## src/rtl/truth_table_sweeper.sv

```systemverilog
// Exhaustive stimulus engine: walks every N_IN-bit vector, holds it SETTLE_CYCLES,
// then samples dut_y against TRUTH_TABLE and accumulates error/first-failure results.
module truth_table_sweeper #(
    parameter int                 N_IN          = 4,
    parameter logic [2**N_IN-1:0] TRUTH_TABLE   = 16'h6996,
    parameter int                 SETTLE_CYCLES = 2
) (
    input  logic            clk,
    input  logic            rst_n,
    input  logic            start,
    input  logic            abort,
    input  logic            dut_y,
    output logic [N_IN-1:0] vec_out,
    output logic            busy,
    output logic            done,
    output logic            pass,
    output logic [N_IN:0]   err_count,
    output logic [N_IN-1:0] first_err_vec,
    output logic            first_err_valid
);

    localparam int              CNT_W       = (SETTLE_CYCLES > 1) ? $clog2(SETTLE_CYCLES) : 1;
    localparam logic [CNT_W-1:0] SETTLE_LAST = CNT_W'(SETTLE_CYCLES - 1);
    localparam logic [N_IN-1:0]  LAST_VEC    = '1;

    typedef enum logic [1:0] {
        IDLE   = 2'd0,
        DRIVE  = 2'd1,
        SAMPLE = 2'd2,
        DONE   = 2'd3
    } state_t;

    // Everything that survives an abort for post-mortem debug.
    typedef struct packed {
        logic [N_IN:0]   err_count;
        logic [N_IN-1:0] first_vec;
        logic            first_valid;
    } result_t;

    state_t           state_q, state_d;
    logic [N_IN-1:0]  vec_q;
    logic [CNT_W-1:0] settle_cnt;
    result_t          res_q;
    logic             pass_q;

    logic mismatch;
    logic last_vec;
    logic settle_last;

    assign mismatch    = (dut_y != TRUTH_TABLE[vec_q]);
    assign last_vec    = (vec_q == LAST_VEC);
    assign settle_last = (settle_cnt == SETTLE_LAST);

    always_ff @(posedge clk or negedge rst_n) begin
        if (!rst_n) state_q <= IDLE;
        else        state_q <= state_d;
    end

    always_comb begin
        state_d = state_q;
        if (abort) begin
            state_d = IDLE;
        end else begin
            case (state_q)
                IDLE, DONE: if (start) state_d = DRIVE;
                DRIVE:      if (settle_last) state_d = SAMPLE;
                SAMPLE:     state_d = last_vec ? DONE : DRIVE;
                default:    state_d = IDLE;
            endcase
        end
    end

    always_comb begin
        busy            = (state_q == DRIVE) || (state_q == SAMPLE);
        done            = (state_q == DONE);
        pass            = pass_q;
        vec_out         = vec_q;
        err_count       = res_q.err_count;
        first_err_vec   = res_q.first_vec;
        first_err_valid = res_q.first_valid;
    end

    // Abort leaves res_q untouched so the partial result can still be inspected.
    always_ff @(posedge clk or negedge rst_n) begin
        if (!rst_n) begin
            vec_q      <= '0;
            settle_cnt <= '0;
            res_q      <= '0;
            pass_q     <= 1'b0;
        end else if (abort) begin
            vec_q      <= '0;
            settle_cnt <= '0;
            pass_q     <= 1'b0;
        end else begin
            case (state_q)
                IDLE, DONE: begin
                    if (start) begin
                        vec_q      <= '0;
                        settle_cnt <= '0;
                        res_q      <= '0;
                        pass_q     <= 1'b0;
                    end
                end
                DRIVE: begin
                    settle_cnt <= settle_last ? '0 : settle_cnt + CNT_W'(1);
                end
                SAMPLE: begin
                    if (mismatch) begin
                        res_q.err_count <= res_q.err_count + (N_IN+1)'(1);
                        if (!res_q.first_valid) begin
                            res_q.first_vec   <= vec_q;
                            res_q.first_valid <= 1'b1;
                        end
                    end
                    // err_count is wide enough that a mismatch never wraps it to zero.
                    if (last_vec) pass_q <= !mismatch && (res_q.err_count == '0);
                    else          vec_q  <= vec_q + N_IN'(1);
                end
                default: ;
            endcase
        end
    end

endmodule
```

## config.mk

```make
export PLATFORM = sky130hd
export DESIGN_NAME = truth_table_sweeper
export DESIGN_NICKNAME = d
export VERILOG_FILES = /design/src/rtl/truth_table_sweeper.sv
export SDC_FILE = /design/constraint.sdc
export NUM_CORES = 1
export LEC_CHECK = 0
export ABC_AREA = 1
export BUFFER_PORTS_ARGS = -buffer_cell sky130_fd_sc_hd__buf_4
export CORE_ASPECT_RATIO = 0.6
export CORE_UTILIZATION = 50
export DETAILED_ROUTE_END_ITERATION = 10
export PLACE_DENSITY = 0.81
export RECOVER_POWER = 25
export REMOVE_ABC_BUFFERS = 1
export SYNTH_ARGS = -nofsm -noshare
export SYNTH_HDL_FRONTEND = slang
export SYNTH_SLANG_ARGS = --single-unit
```

## constraint.sdc

```tcl
create_clock -name clk -period 4.41 [get_ports clk]
set_input_delay 0.441 -clock clk [delete_from_list [all_inputs] [get_ports clk]]
set_output_delay 0.441 -clock clk [all_outputs]
set_load 0.005 [all_outputs]
```

Yosys cells after proc, flatten, opt, wreduce, memory -nomap -nowiden
Memories as Yosys holds them, arrays and structs flattened.
Cells that the tools add are included.
{ "word_totals": {"n_memories": 1, "word_cells": 61, "in_bits": 5, "rom_bits": 16, "ff_bits": 18, "out_inout_bits": 17} }
{ "mem_list": {"columns": ["name", "words", "word_bits", "read_ports", "rd_ports_with_merged_regs", "wr", "line", "rtl"], "rows": [
  ["(name not given)", 16, 1, 1, 0, 0, "50", "assign mismatch = (dut_y != TRUTH_TABLE[vec_q]);"]
]} }
{ "op_classes": {"magnitude_cmp": 1, "add_sub_neg": 3, "reduce_logical": 15, "eq_ne": 12, "bitwise": 1, "mux": 21} }
{ "ops": {"columns": ["cell", "count"], "rows": [
  ["$mux W10", 2],
  ["$pmux W10 S2", 1],
  ["$mux W4", 3],
  ["$ne A3 B3 Y1 const B", 4],
  ["$mux W2", 4],
  ["$pmux W4 S2", 1],
  ["$mux W1", 6],
  ["$ne A2 B2 Y1 const B", 3],
  ["$pmux W2 S3", 1],
  ["$reduce_and A3 Y1", 2],
  ["$reduce_bool A3 Y1", 2],
  ["$add A5 B1 Y5 const B", 1],
  ["$logic_not A5 Y1", 1],
  ["$lt A4 B5 Y1 const B", 1],
  ["$mux W5", 1],
  ["$reduce_and A5 Y1", 1],
  ["$add A4 B1 Y4 const B", 1],
  ["$eq A2 B2 Y1 const B", 2],
  ["$eq A4 B4 Y1 const B", 1],
  ["$pmux W1 S2", 2],
  ["$reduce_and A2 Y1", 2],
  ["$reduce_and A4 Y1", 1],
  ["$eq A2 B1 Y1 const B", 1],
  ["$logic_not A2 Y1", 1],
  ["8 further kinds", 8]
]} }

Logic depth before layout (Yosys ltp)
{ "depth": {"word_depth": 8, "depth_mapped": 9, "mapped_depth_nobuf": 9} }

Worst setup path before layout
OpenSTA, ideal clock, no wires.
{ "synth_timing": {"path_type": "register -> register", "start": "reg state_q[0]", "end": "reg err_count[0] (netlist name)", "arrival_ps": 1361, "period_less_slack_ps": 1478, "stages_incl_launch_ff": 9, "setup_slack_ps": 2932, "n_path_buf": 0, "setup_ps": 117, "required_time_ps": 4293, "cell_sequence": "dfrtp_1 inv_1 ha_1 nand2_2 inv_2 nor3_4 nand2_2 nand2_1 nand2_1"} }
{ "synth_between": {"elab_chain_cells": 4, "word_cells_on_any_way": 9, "cone_classes": "eq/ne: 4; mux: 1; reduce/logical: 4"} }
{ "synth_lines": {"columns": ["item", "line", "rtl"], "rows": [
  ["start, declared", "40", "state_t state_q, state_d;"],
  ["start signal, assigned", "56", "else state_q <= state_d;"],
  ["$eq A2 B2 Y1 / $logic_not A2 Y1 (equally long branches)", "95", "case (state_q)"],
  ["$reduce_or A2 Y1", "95", null],
  ["$ne A2 B2 Y1 (no line) / $reduce_bool A2 Y1 (equally long branches)", null, null],
  ["$reduce_and A4 Y1 (no line)", null, null]
]} }
Several ways; a longest one is shown, not always the timed one.
A chain may end at the register's enable or synchronous reset.

Final worst setup path
{ "layout_timing": {"start": "reg state_q[0]", "end": "out busy"} }
{ "layout_between": {"elab_chain_cells": 2, "word_cells_on_any_way": 3, "cone_classes": "eq/ne: 2; reduce/logical: 1"} }
{ "layout_lines": {"columns": ["item", "line", "rtl"], "rows": [
  ["$eq A2 B1 Y1 / $eq A2 B2 Y1 (equally long branches)", "74", "busy = (state_q == DRIVE) || (state_q == SAMPLE);"],
  ["$logic_or A1 B1 Y1 *", "74", null],
  ["end, declared", "14", "output logic busy,"]
]} }
Mark *: on every way between the ends. The rest lies on a longest branch, timed or not.

==> summary.md <==
| Metric | Value |
|---|---|
| Outcome | `finished, final reports clean` |
| Routed WL per cell | `around 12 µm` |
| P_leak | `0.780 nW` |
| FFs w/ async S/R, synth | `100%` |
| Largest net degree at the start of global routing | `19` |
| Dominant cells by area after synthesis | `dfrtp_1 37%, nand2_1 18%, ha_1 6.1%` |
| DP HPWL | `1940 µm` |
| Final setup viols | `0` |
| Gate power share | `38.4%` |
| Worst path required time | `3.97 ns` |
| Area share of the largest cell type after synthesis | `36.9%` |
| P_sw | `0.190 mW` |
| Pwr/cell area | `354 mW/mm²` |
| Fin. Hold Viols | `0` |
| RSZ-0062 raised after global routing | `false` |
| Synth top cells by count | `59 x nand2_1, 20 x inv_1, 18 x dfrtp_1` |
| Yosys top cell by area | `dfrtp_1` |
| Dpl ws | `2.68 ns` |
| Layout filler cell count | `193` |
| P_int | `0.306 mW` |
| Worst setup margin | `2.65 ns` |
| Starting Density | `54.8%` |
| CTS sink cnt | `18` |
| Area of the core | `0.00223 mm²` |
| Arr. time, crit path | `1.32 ns` |
| Setup Crit Path Kind | `reg2out` |
| Clock latency on the worst-skew pair | `0.25 ns` |
| Most common cell in the netlist | `nand2_1` |
| Min Hold Slack | `0.341 ns` |
| Post-Syn Instances | `between 150 and 200` |
| Reg power frac | `39.2%` |
| Resized Gates After CTS | `0` |
| Antenna Cells | `0` |
| CTS tree | `built` |
| Crit end category | `output pin` |
| NumNets Final | `195` |
| Primary FF master, synth | `dfrtp_1` |
| Root buffer cell | `clkbuf_8` |
| Maxcap violations | `0` |
| Dpl cells | `209` |
| Synthesized flop and latch total | `18` |
| Routability cong. | `0.885` |
| Post-CTS Hold Buffers | `0` |
| Chip height | `about 40 µm` |
| Post-CTS setup buffers | `0` |
| Share of cells above drive strength 1 | `23.1%` |
| Clock Tree Buf Depth | `2` |
| Non-Filler Instances | `212` |
| Rel. slew slack | `32.3%` |
| Count of different cell masters after synthesis | `25` |
| Crit-path max FO | `4` |
| Reg clk slew, reported paths | `~0.06 ns` |
| Vias | `1081` |
| Final min period | `approximately 1.8 ns` |
| Most used cell, CP | `inv_1` |
| GRT Util Overall | `22.0%` |
| CP Cell Sequence | `inv_1 -> ha_1 -> inv_1 -> buf_4` |
| Worst-margin pin slew | `1.01 ns` |
| Critical path startpoint category | `flip-flop` |
| Post-synth EDFFs | `0` |
| Final Skew | `0.000873 ns` |
| Peak VDD IR | `264 µV` |
| Rows | `13` |
| Total CTS buffers | `3` |
| Sequential share of the synthesized area | `36.9%` |
| I/O pin total | `22` |
| Final WL | `2620 µm` |
| Slowest cell on crit path | `dfrtp_1` |
| Area Overhead vs Synth | `14.7%` |
| H-tree Lvls | `1` |
| Full die area | `0.00265 mm²` |
| Fmax | `about 570 MHz` |
| Clk pwr share | `~22%` |
| Sw frac | `38.2%` |
| Syn Area/Cell | `approximately 7.5 µm²` |
| First-pass GRT wire length | `4080 µm` |
| Pre-antenna DRT Iters | `4` |
| Port-buffer cells | `21` |
| Remaining global-route overflow | `0` |
| Die X | `~66 µm` |
| Vias in the first global route | `931` |
| Final Power | `0.496 mW` |
| Post-DP Area | `between 0.001 and 0.0015 mm²` |
| Final Slew Violations | `0` |
| Warnings from Yosys | `0` |
| Setup_tns | `0 ns` |
| Post-layout util | `62.8%` |
| First DRT Iteration DRCs | `84` |
| Final ANT Viol Nets | `0` |
| # DRC | `0` |
| Initial antenna violation count | `0` |
| Slowest Stage Delay on Critical Path | `0.38 ns` |
| Worst hold path class | `in2async` |
| Vias per inst | `5.10` |
| Final instance area | `0.00140 mm²` |
| Synthesized area | `0.00122 mm²` |
| Final Cycle Share | `40.0%` |
[routing by layer]
metal	global-route usage, %	up-vias	wire length (µm)
li1	-	547	-
met1	28.1	492	1270
met2	37.2	38	1180
met3	7.10	4	159
met4	4.35	0	14
met5	0	-	0
[power by group through the flow]
stage	sequential, mW	clock [mW]	combinational, mW
final	0.194	0.111	0.190
after global routing	0.196	0.123	0.211
after CTS	0.194	0.115	0.190
after detailed placement	0.197	0	0.188
after global placement	0.196	0	0.179
after floorplan	0.194	0	0.134
[layout by cell type (no fill, tap or decap), types with 4 or more instances in the layout]
cell type,netlist,layout
buf_4,0,20
dfrtp_1,18,18
ha_1,6,6
inv_1,20,20
nand2_1,59,59
nand2_2,5,5
nand3_1,11,11
nand3_2,4,4
nand4_1,5,5
nor2_1,9,9
o21ai_1,4,4
[cells by family (layout without fill, tap and decap cells)]
kind of cell,Yosys count,in the layout,share of synthesized area (%)
buf+inv,29,48,12.0
flops,18,18,36.9
simple gates,97,97,38.0
xor+xnor,2,2,1.43
fa+ha+maj,6,6,6.15
compound gates,11,11,5.53
[final timing paths]
path	from	to	slack, ns	cells past startpoint
worst max-delay path	state_q[0]	busy	2.65	4
worst min-delay path	rst_n	first_err_vec[1]	0.34	1
worst max register to register	state_q[0]	pass	2.67	9
worst min register to register	first_err_vec[0]	first_err_vec[0]	0.48	2
max in group asynchronous	rst_n	vec_out[3]	3.46	1
min in group clk	first_err_vec[0]	first_err_vec[0]	0.48	2
[sequential cells by signal (all words and copies together), names as in the netlist]
register,count
first_err_vec,4
vec_out,4
pass,1
err_count,5
state_q,2
first_err_valid,1
settle_cnt,1
[worst max-delay path: cells and delay by family, from the launching register on]
kind / cells / cell delay, ns
flops: 1 / 0.38
fa+ha+maj: 1 / 0.37
buf+inv: 3 / 0.33
[final cells by class]
type	count	area [µm²]	share of cell area [%]
Multi-Input combinational cell	116	624	44.6
Sequential cell	18	450	32.2
Timing Repair Buffer	21	154	11.0
Inverter	24	92.6	6.61
Clock buffer	3	41.3	2.95
Tap cell	30	37.5	2.68
(Power assumes the default switching activity.)
